<file path="config.mk">
export PLATFORM = sky130hd
export DESIGN_NAME = alu_share_arb
export DESIGN_NICKNAME = d
export VERILOG_FILES = /design/src/rtl/alu_share_arb.sv
export SDC_FILE = /design/constraint.sdc
export NUM_CORES = 1
export LEC_CHECK = 0
export ABC_AREA = 0
export CORE_AREA = 2 2 112 114
export CTS_CLUSTER_SIZE = 14
export DETAILED_ROUTE_END_ITERATION = 10
export DIE_AREA = 0 0 114 116
export GPL_TIMING_DRIVEN = 0
export PLACE_DENSITY = 0.66
export SETUP_SLACK_MARGIN = 0.05
export SLEW_MARGIN = 25
export SYNTH_ARGS = -nofsm -noshare
export SYNTH_HDL_FRONTEND = slang
export SYNTH_SLANG_ARGS = --single-unit
</file>
<file path="constraint.sdc">
create_clock -name clk -period 2.6 [get_ports clk]
set_input_delay 0.39 -clock clk [delete_from_list [all_inputs] [get_ports clk]]
set_output_delay 0.39 -clock clk [all_outputs]
set_load 0.02 [all_outputs]
</file>
<file path="src/rtl/alu_share_arb.sv">
// alu_share_arb: two-port round-robin share of one ALU plus a result register.
// ALU_SHARE_ARB_FIXED_PRIO_EN selects fixed priority (req0 always wins).
module alu_share_arb #(
  parameter int DATA_W = 32,
  parameter int TAG_W  = 4
) (
  input  logic              clk,
  input  logic              rst_n,
  input  logic              req0_valid,
  output logic              req0_ready,
  input  logic [DATA_W-1:0] req0_a,
  input  logic [DATA_W-1:0] req0_b,
  input  logic [3:0]        req0_op,
  input  logic [TAG_W-1:0]  req0_tag,
  input  logic              req1_valid,
  output logic              req1_ready,
  input  logic [DATA_W-1:0] req1_a,
  input  logic [DATA_W-1:0] req1_b,
  input  logic [3:0]        req1_op,
  input  logic [TAG_W-1:0]  req1_tag,
  output logic [DATA_W-1:0] alu_a,
  output logic [DATA_W-1:0] alu_b,
  output logic [3:0]        alu_ctrl,
  input  logic [DATA_W-1:0] alu_out,
  output logic              rsp_valid,
  input  logic              rsp_ready,
  output logic [DATA_W-1:0] rsp_data,
  output logic              rsp_id,
  output logic [TAG_W-1:0]  rsp_tag,
  output logic              rsp_err
);

  logic slot_free;
  logic gnt0;
  logic gnt1;
  logic [TAG_W-1:0] gnt_tag;

  assign slot_free = rst_n && (!rsp_valid || rsp_ready);

`ifdef ALU_SHARE_ARB_FIXED_PRIO_EN
  // req0 always wins; req1 only when req0 idle
  always_comb begin
    gnt0 = slot_free && req0_valid;
    gnt1 = slot_free && req1_valid && !req0_valid;
  end
`else
  logic last;

  // On contention the side that did not win last time goes
  always_comb begin
    gnt0 = slot_free && req0_valid
        && (!req1_valid || last);
    gnt1 = slot_free && req1_valid
        && (!req0_valid || !last);
  end

  // last tracks the most recent winner, moves only on a grant
  always_ff @(posedge clk or negedge rst_n) begin
    if (!rst_n) begin
      last <= 1'b1;
    end else if (gnt0 || gnt1) begin
      last <= gnt1;
    end
  end
`endif

  assign req0_ready = gnt0;
  assign req1_ready = gnt1;

  // Steer winner onto the ALU; idle drive is ADD 0+0
  always_comb begin
    alu_a    = '0;
    alu_b    = '0;
    alu_ctrl = '0;
    gnt_tag  = '0;
    unique case (1'b1)
      gnt0: begin
        alu_a    = req0_a;
        alu_b    = req0_b;
        alu_ctrl = req0_op;
        gnt_tag  = req0_tag;
      end
      gnt1: begin
        alu_a    = req1_a;
        alu_b    = req1_b;
        alu_ctrl = req1_op;
        gnt_tag  = req1_tag;
      end
      default: begin
        alu_a    = '0;
        alu_b    = '0;
        alu_ctrl = '0;
        gnt_tag  = '0;
      end
    endcase
  end

  // Capture on grant, release on drain; grant wins over drain
  always_ff @(posedge clk or negedge rst_n) begin
    if (!rst_n) begin
      rsp_valid <= 1'b0;
      rsp_data  <= '0;
      rsp_id    <= 1'b0;
      rsp_tag   <= '0;
      rsp_err   <= 1'b0;
    end else if (gnt0 || gnt1) begin
      rsp_valid <= 1'b1;
      rsp_data  <= alu_out;
      rsp_id    <= gnt1;
      rsp_tag   <= gnt_tag;
      rsp_err   <= (alu_ctrl > 4'd9);
    end else if (rsp_ready) begin
      rsp_valid <= 1'b0;
    end
  end

endmodule

</file>
==> flow_summary.yaml, run 1 <==
sta:
  drv_slew: 0
  layout_min_cycle_time_ps: 2516
  fmax_mhz: 397.4
  tns_ps: 0
  rsz0062_at_grt: "true"
  whs_ps: 89.70
  fin_skew_ps: 9.753
  finalCritPeriodShare_pct: 96.78
  worst_pin_slew_ps: 715.7
  finalSetupViolations: 0
  relSlewSlack_pct: 52.13
  hold_viol_final: 0
min_path:
  hp-class: "in2async"
yosys:
  synth.avg_cell_area_um2: 12.66
  synthFlopType: "dfrtp_1"
  ys_types: 21
  yosys_warnings: 0
  async_flop_share_pct: 100.0
  yosysMostFrequentCell: "a22o_1"
  yosys-top-cells-area: "dfrtp_1, a22o_1, mux2_4"
  post-synth-top-area-fraction_pct: 42.12
  synth_area_um2: 2317
  syn_inst: 183
  ys_top_cells_by_count: "a22o_1, dfrtp_1, mux2_2"
  synth_largest_area_cell: "dfrtp_1"
  synth_edf_count: 0
  ys_seq_elements: 40
  yosysSeqAreaShare_pct: 43.25
  synthesis.nets: 364
finish:
  n_fill_cell: 1156
  nets: 664
  drive_gt1_share_pct: 25.83
  antenna_cells: 0
  fin_cells: 631
  areaGrowthSynthToFinish_pct: 140.3
  final_area_um2: 5569
pwr:
  swShare_pct: 32.80
  ir_worst_vdd_uv: 292.7
  power.density_nw_per_um2: 611.9
  p_int_mw: 2.290
  p_comb_share_pct: 51.8
  clockPowerShare_pct: 21.2
  finalPower_mw: 3.408
  leakagePower_nw: 2.446
  pwr-share-seq_pct: 27.0
  power_switching_mw: 1.118
detailed_routing:
  drt-total-wl_um: 11730
  drtIter0Drc: 89
  met2_length_um: 6072
  top_layer_used: "met4"
  drc: 0
  wl_met1_um: 4551
  wire_per_inst_um: 18.59
  wl_met3_um: 965
  num_vias: 2821
  dr.pass1.iters: 4
  antenna_left: 0
  viasPerCell: 4.471
place:
  port_buffers: 289
  dp.final_hpwl_um: 9987
  dp_cells: 620
  postPlaceCellArea_um2: 5416
  routabilityCongestion: 0.7187
worst_setup_path:
  critPathMaxFanout: 10
  cp-end-kind: "primary output"
  rr_worst_depth: 7
  arrival_ps: 2130
  required_ps: 2210
  path_class: "in2out"
  startpoint_type: "primary input"
cts:
  clk_pin_slew_ps: 60
  cts-root-buf: "clkbuf_16"
  cts.sinks: 40
  htreeDepth: 2
  cts_buffer_depth: 2
  cts_tree: "done"
  numCtsBuffers: 5
  clk_latency_ps: 280
die:
  fp.dieH_um: 116
  die_area_um2: 13220
  rows: 40
  io_pins: 290
  die_x_um: 114
  start_util_pct: 19.45
  core_area_um2: 11910
grt:
  grt_pass1_vias: 2996
  antenna_found_initial: 0
  gr-total-overflow: 0
  grt_max_degree: 22
  grt_usage_pct: 16.33
  grt_pass1_wl_um: 16660
status:
  status: "complete, no violations"
job:
  max-cap-violations: 0
registers in the layout (all words and copies together) (netlist names):
| register | cells |
|---|---|
| rsp_data | 32 |
| rsp_tag | 4 |
| last | 1 |
| rsp_err | 1 |
| rsp_id | 1 |
| rsp_valid | 1 |
layer usage:
layer	global-route usage, %	vias to the layer above
li1	-	1323
met1	19.56	1331
met2	29.37	152
met3	4.393	15
met4	3.577	0
met5	0	-
critical path: stages:
cell,delay (ps)
clkdlybuf4s50_1,410
nand2b_4,150
and4_1,200
buf_6,140
buf_8,140
buf_4,170
a22o_1,250
clkdlybuf4s15_2,260
timing repair:
item                                   4_1_cts  5_1_grt
resized for setup                          179       32
pin swaps                                    1        0
setup endpoints to repair                   70       60
setup buffers                                1        0
endpoints found under the hold margin        3        0
hold buffers                                 2        0
cell type report:
| cell class | count | area, µm² | share of cell area, % |
|---|---|---|---|
| Clock buffer | 6 | 138.9 | 2.494 |
| Multi-Input combinational cell | 121 | 1170 | 21.01 |
| Clock inverter | 2 | 38.79 | 0.6965 |
| Timing Repair Buffer | 293 | 2841 | 51.02 |
| Inverter | 1 | 3.754 | 0.06740 |
| Sequential cell | 40 | 1002 | 18.00 |
| Tap cell | 147 | 183.9 | 3.303 |
| Buffer | 21 | 190.2 | 3.415 |
cell families (layout without fill, tap and decap cells):
logic type | after synthesis | after routing | synth area share, %
AO/OA/AOI/OAI | 80 | 80 | 29.91
flip-flops | 40 | 40 | 43.25
buffers and inverters | 22 | 323 | 6.263
AND/OR/NAND/NOR | 9 | 9 | 2.754
multiplexers | 32 | 32 | 17.82
path summary, 6_finish.rpt:
check | from | slack (ps) | endpoint
worst max-delay path | rsp_ready | 80 | alu_b[19]
worst min-delay path | rst_n | 90 | rsp_data[16]
worst max register to register | last | 780 | rsp_data[23]
worst min register to register | rsp_id | 480 | rsp_id
max in group asynchronous | rst_n | 1350 | rsp_data[4]
min in group clk | rsp_id | 480 | rsp_id
power by group through the flow:
| stage | logic (mW) | clock network [mW] | registers [mW] |
|---|---|---|---|
| after floorplan | 0.598 | 0 | 1.16 |
| after global placement | 1.81 | 0 | 0.918 |
| after detailed placement | 1.83 | 0 | 0.931 |
| after CTS | 1.79 | 0.745 | 0.922 |
| after global routing | 1.86 | 0.759 | 0.950 |
| final | 1.77 | 0.721 | 0.920 |
cells in the final DEF, fill, tap and decap left out, types with 5 or more instances in the layout:
master,instances
mux2_4,14
dlygate4sd2_1,14
a21o_1,6
clkbuf_16,5
buf_4,9
buf_6,6
clkdlybuf4s50_1,218
clkbuf_2,20
buf_2,9
clkdlybuf4s15_2,31
mux2_2,18
dfrtp_1,39
a22o_1,73
metrics by stage:
stage | util (%) | setup WS [ps]
floorplan | - | 607.4
global placement | 45.28 | -2181
detailed placement | 45.47 | -569.2
CTS | 47.32 | 51.68
global route | 46.75 | 18.19
finish | 46.75 | 83.79
Power figures use the tool's default switching activity.
==> inputs of run 2 (changes only) <==
Settings changed: CTS_CLUSTER_DIAMETER set to 60, GPL_ROUTABILITY_DRIVEN set to 0.
==> results of run 2 <==
The final DEF is identical to that of run 1; final timing and power are the same.
==> inputs of run 3 (changes only) <==
Settings changed: SETUP_SLACK_MARGIN 0.05 to unset.
==> run 3 against run 2 <==
Design area shrank 3.1%. Routed wire length increased by 0.38%. Sequential cell count unchanged. Cell count unchanged. Via count is 0.43% lower. Global-route usage increased by 0.18 points. Utilization shrank 1.4 points. Non-clock buffer count shrank 1. Count of clock-buffer cells in the layout did not move. Largest cell class unchanged.
==> flow_summary.yaml, run 3 (synthesis gave the netlist of run 1 again) <==
finish:
  reg_top3: "rsp_data x32, rsp_tag x4"
  largest_reg_flops: 32
  drive_gt1_share_pct: 24.38
  areaGrowthSynthToFinish_pct: 133.0
  regMostFlops: "rsp_data"
  antenna_cells: 0
  final_common_cell: "clkdlybuf4s50_1"
  final_cell_mix: "clkdlybuf4s50_1, a22o_1, clkbuf_2, dfrtp_1, mux2_2"
  nets: 664
sta:
  hold_viol_final: 0
  drv_slew: 0
  layout_min_cycle_time_ps: 2503
  worst_pin_slew_ps: 319.3
  rsz0062_at_grt: "false"
  finalSetupViolations: 0
  tns_ps: 0
  relSlewSlack_pct: 78.71
  whs_ps: 22.54
  fmax_mhz: 399.5
  fin_skew_ps: 9.934
  finalCritPeriodShare_pct: 96.28
grt:
  gr-total-overflow: 0
  grt_usage_pct: 16.51
  grt_pass1_wl_um: 16760
  grt_max_degree: 23
  antenna_found_initial: 0
  grt_pass1_vias: 2995
die:
  fp.dieH_um: 116
  core_area_um2: 11910
  rows: 40
  die_area_um2: 13220
  start_util_pct: 19.45
  die_x_um: 114
  io_pins: 290
cts:
  numCtsBuffers: 5
  cts_buffer_depth: 2
  cts.sinks: 40
  cts-root-buf: "clkbuf_16"
  clk_latency_ps: 280
  cts_tree: "done"
  clk_pin_slew_ps: 60
  htreeDepth: 2
worst_setup_path:
  required_ps: 2210
  path_buf_inv: 5
  cp-end-kind: "primary output"
  startpoint_type: "primary input"
  crit_path_top_delay_cell: "clkdlybuf4s50_1"
  arrival_ps: 2110
  path_common_cell: "buf_6"
  critical_path.top_delay_family: "buffers and inverters"
  cpPeakStageDelay_ps: 470
  path_class: "in2out"
  crit_path_cell_trace: "clkdlybuf4s50_1, nand2b_4, and4_1, buf_6, buf_6, buf_4, a22o_1, clkdlybuf4s15_1"
  critPathMaxFanout: 10
detailed_routing:
  wire_per_inst_um: 18.66
  num_vias: 2809
  dr.pass1.iters: 4
  viasPerCell: 4.452
  antenna_left: 0
  drt-total-wl_um: 11780
  drc: 0
  drtIter0Drc: 100
pwr:
  leakagePower_nw: 2.462
  power.density_nw_per_um2: 625.8
  ir_worst_vdd_uv: 290.4
place:
  port_buffers: 289
  dp.final_hpwl_um: 9987
job:
  max-cap-violations: 0
min_path:
  hp-class: "in2async"
status:
  status: "complete, no violations"
-- run 3: layout make-up --
cell class / count / area (µm²)
multi-input cells: 121 / 1170
flip-flops and latches: 40 / 1002
repair inverters: 1 / 7.507
clock inverters: 2 / 38.79
inverters: 1 / 6.256
well taps: 147 / 183.9
repair buffers: 293 / 2690
fillers: 1187 / 6513
clock buffers: 6 / 138.9
plain buffers: 20 / 161.4
-- run 3: final timing paths --
path                       cells past startpoint      endpoint  slack, ps       from
max                                            8      alu_a[5]        100  rsp_ready
min                                            1  rsp_data[22]         20      rst_n
max reg2reg                                    9  rsp_data[23]        640       last
min reg2reg                                    1        rsp_id        480     rsp_id
max in group asynchronous                      2  rsp_data[23]       2170      rst_n
min in group clk                               1        rsp_id        480     rsp_id
-- run 3: layer usage --
layer / global-route usage, % / share of wire (%) / wire, µm / up-vias
li1: - / - / - / 1323
met1: 20.08 / 40 / 4666 / 1319
met2: 29.40 / 51 / 6040 / 154
met3: 4.341 / 7.9 / 931 / 13
met4: 3.577 / 1.2 / 140 / 0
met5: 0 / 0 / 0 / -
-- run 3: metrics by stage --
stage	power, mW	setup slack (ps)	util, %	instance area (µm²)	instances
2_1_floorplan	1.757	607.4	-	2317	183
3_3_place_gp	2.724	-2181	45.28	5394	619
3_5_place_dp	2.756	-569.2	45.47	5416	620
4_1_cts	3.445	0.07905	46.86	5582	631
5_1_grt	3.541	2.253	45.33	5399	631
6_report	3.379	96.69	45.33	5399	631
-- run 3: power breakdown --
| part | internal [mW] | switching, mW |
|---|---|---|
| clock network | 0.480 | 0.242 |
| registers | 0.819 | 0.101 |
| logic | 0.960 | 0.777 |
| total | 2.26 | 1.12 |
-- run 3: what timing repair did --
| action | CTS | global route |
|---|---|---|
| resized for setup | 101 | 89 |
| hold buffers | 0 | 0 |
| buffers inserted | 3 | 0 |
| cloned | 1 | 0 |
| pin swaps | 1 | 0 |
| setup endpoints to repair | 70 | 54 |
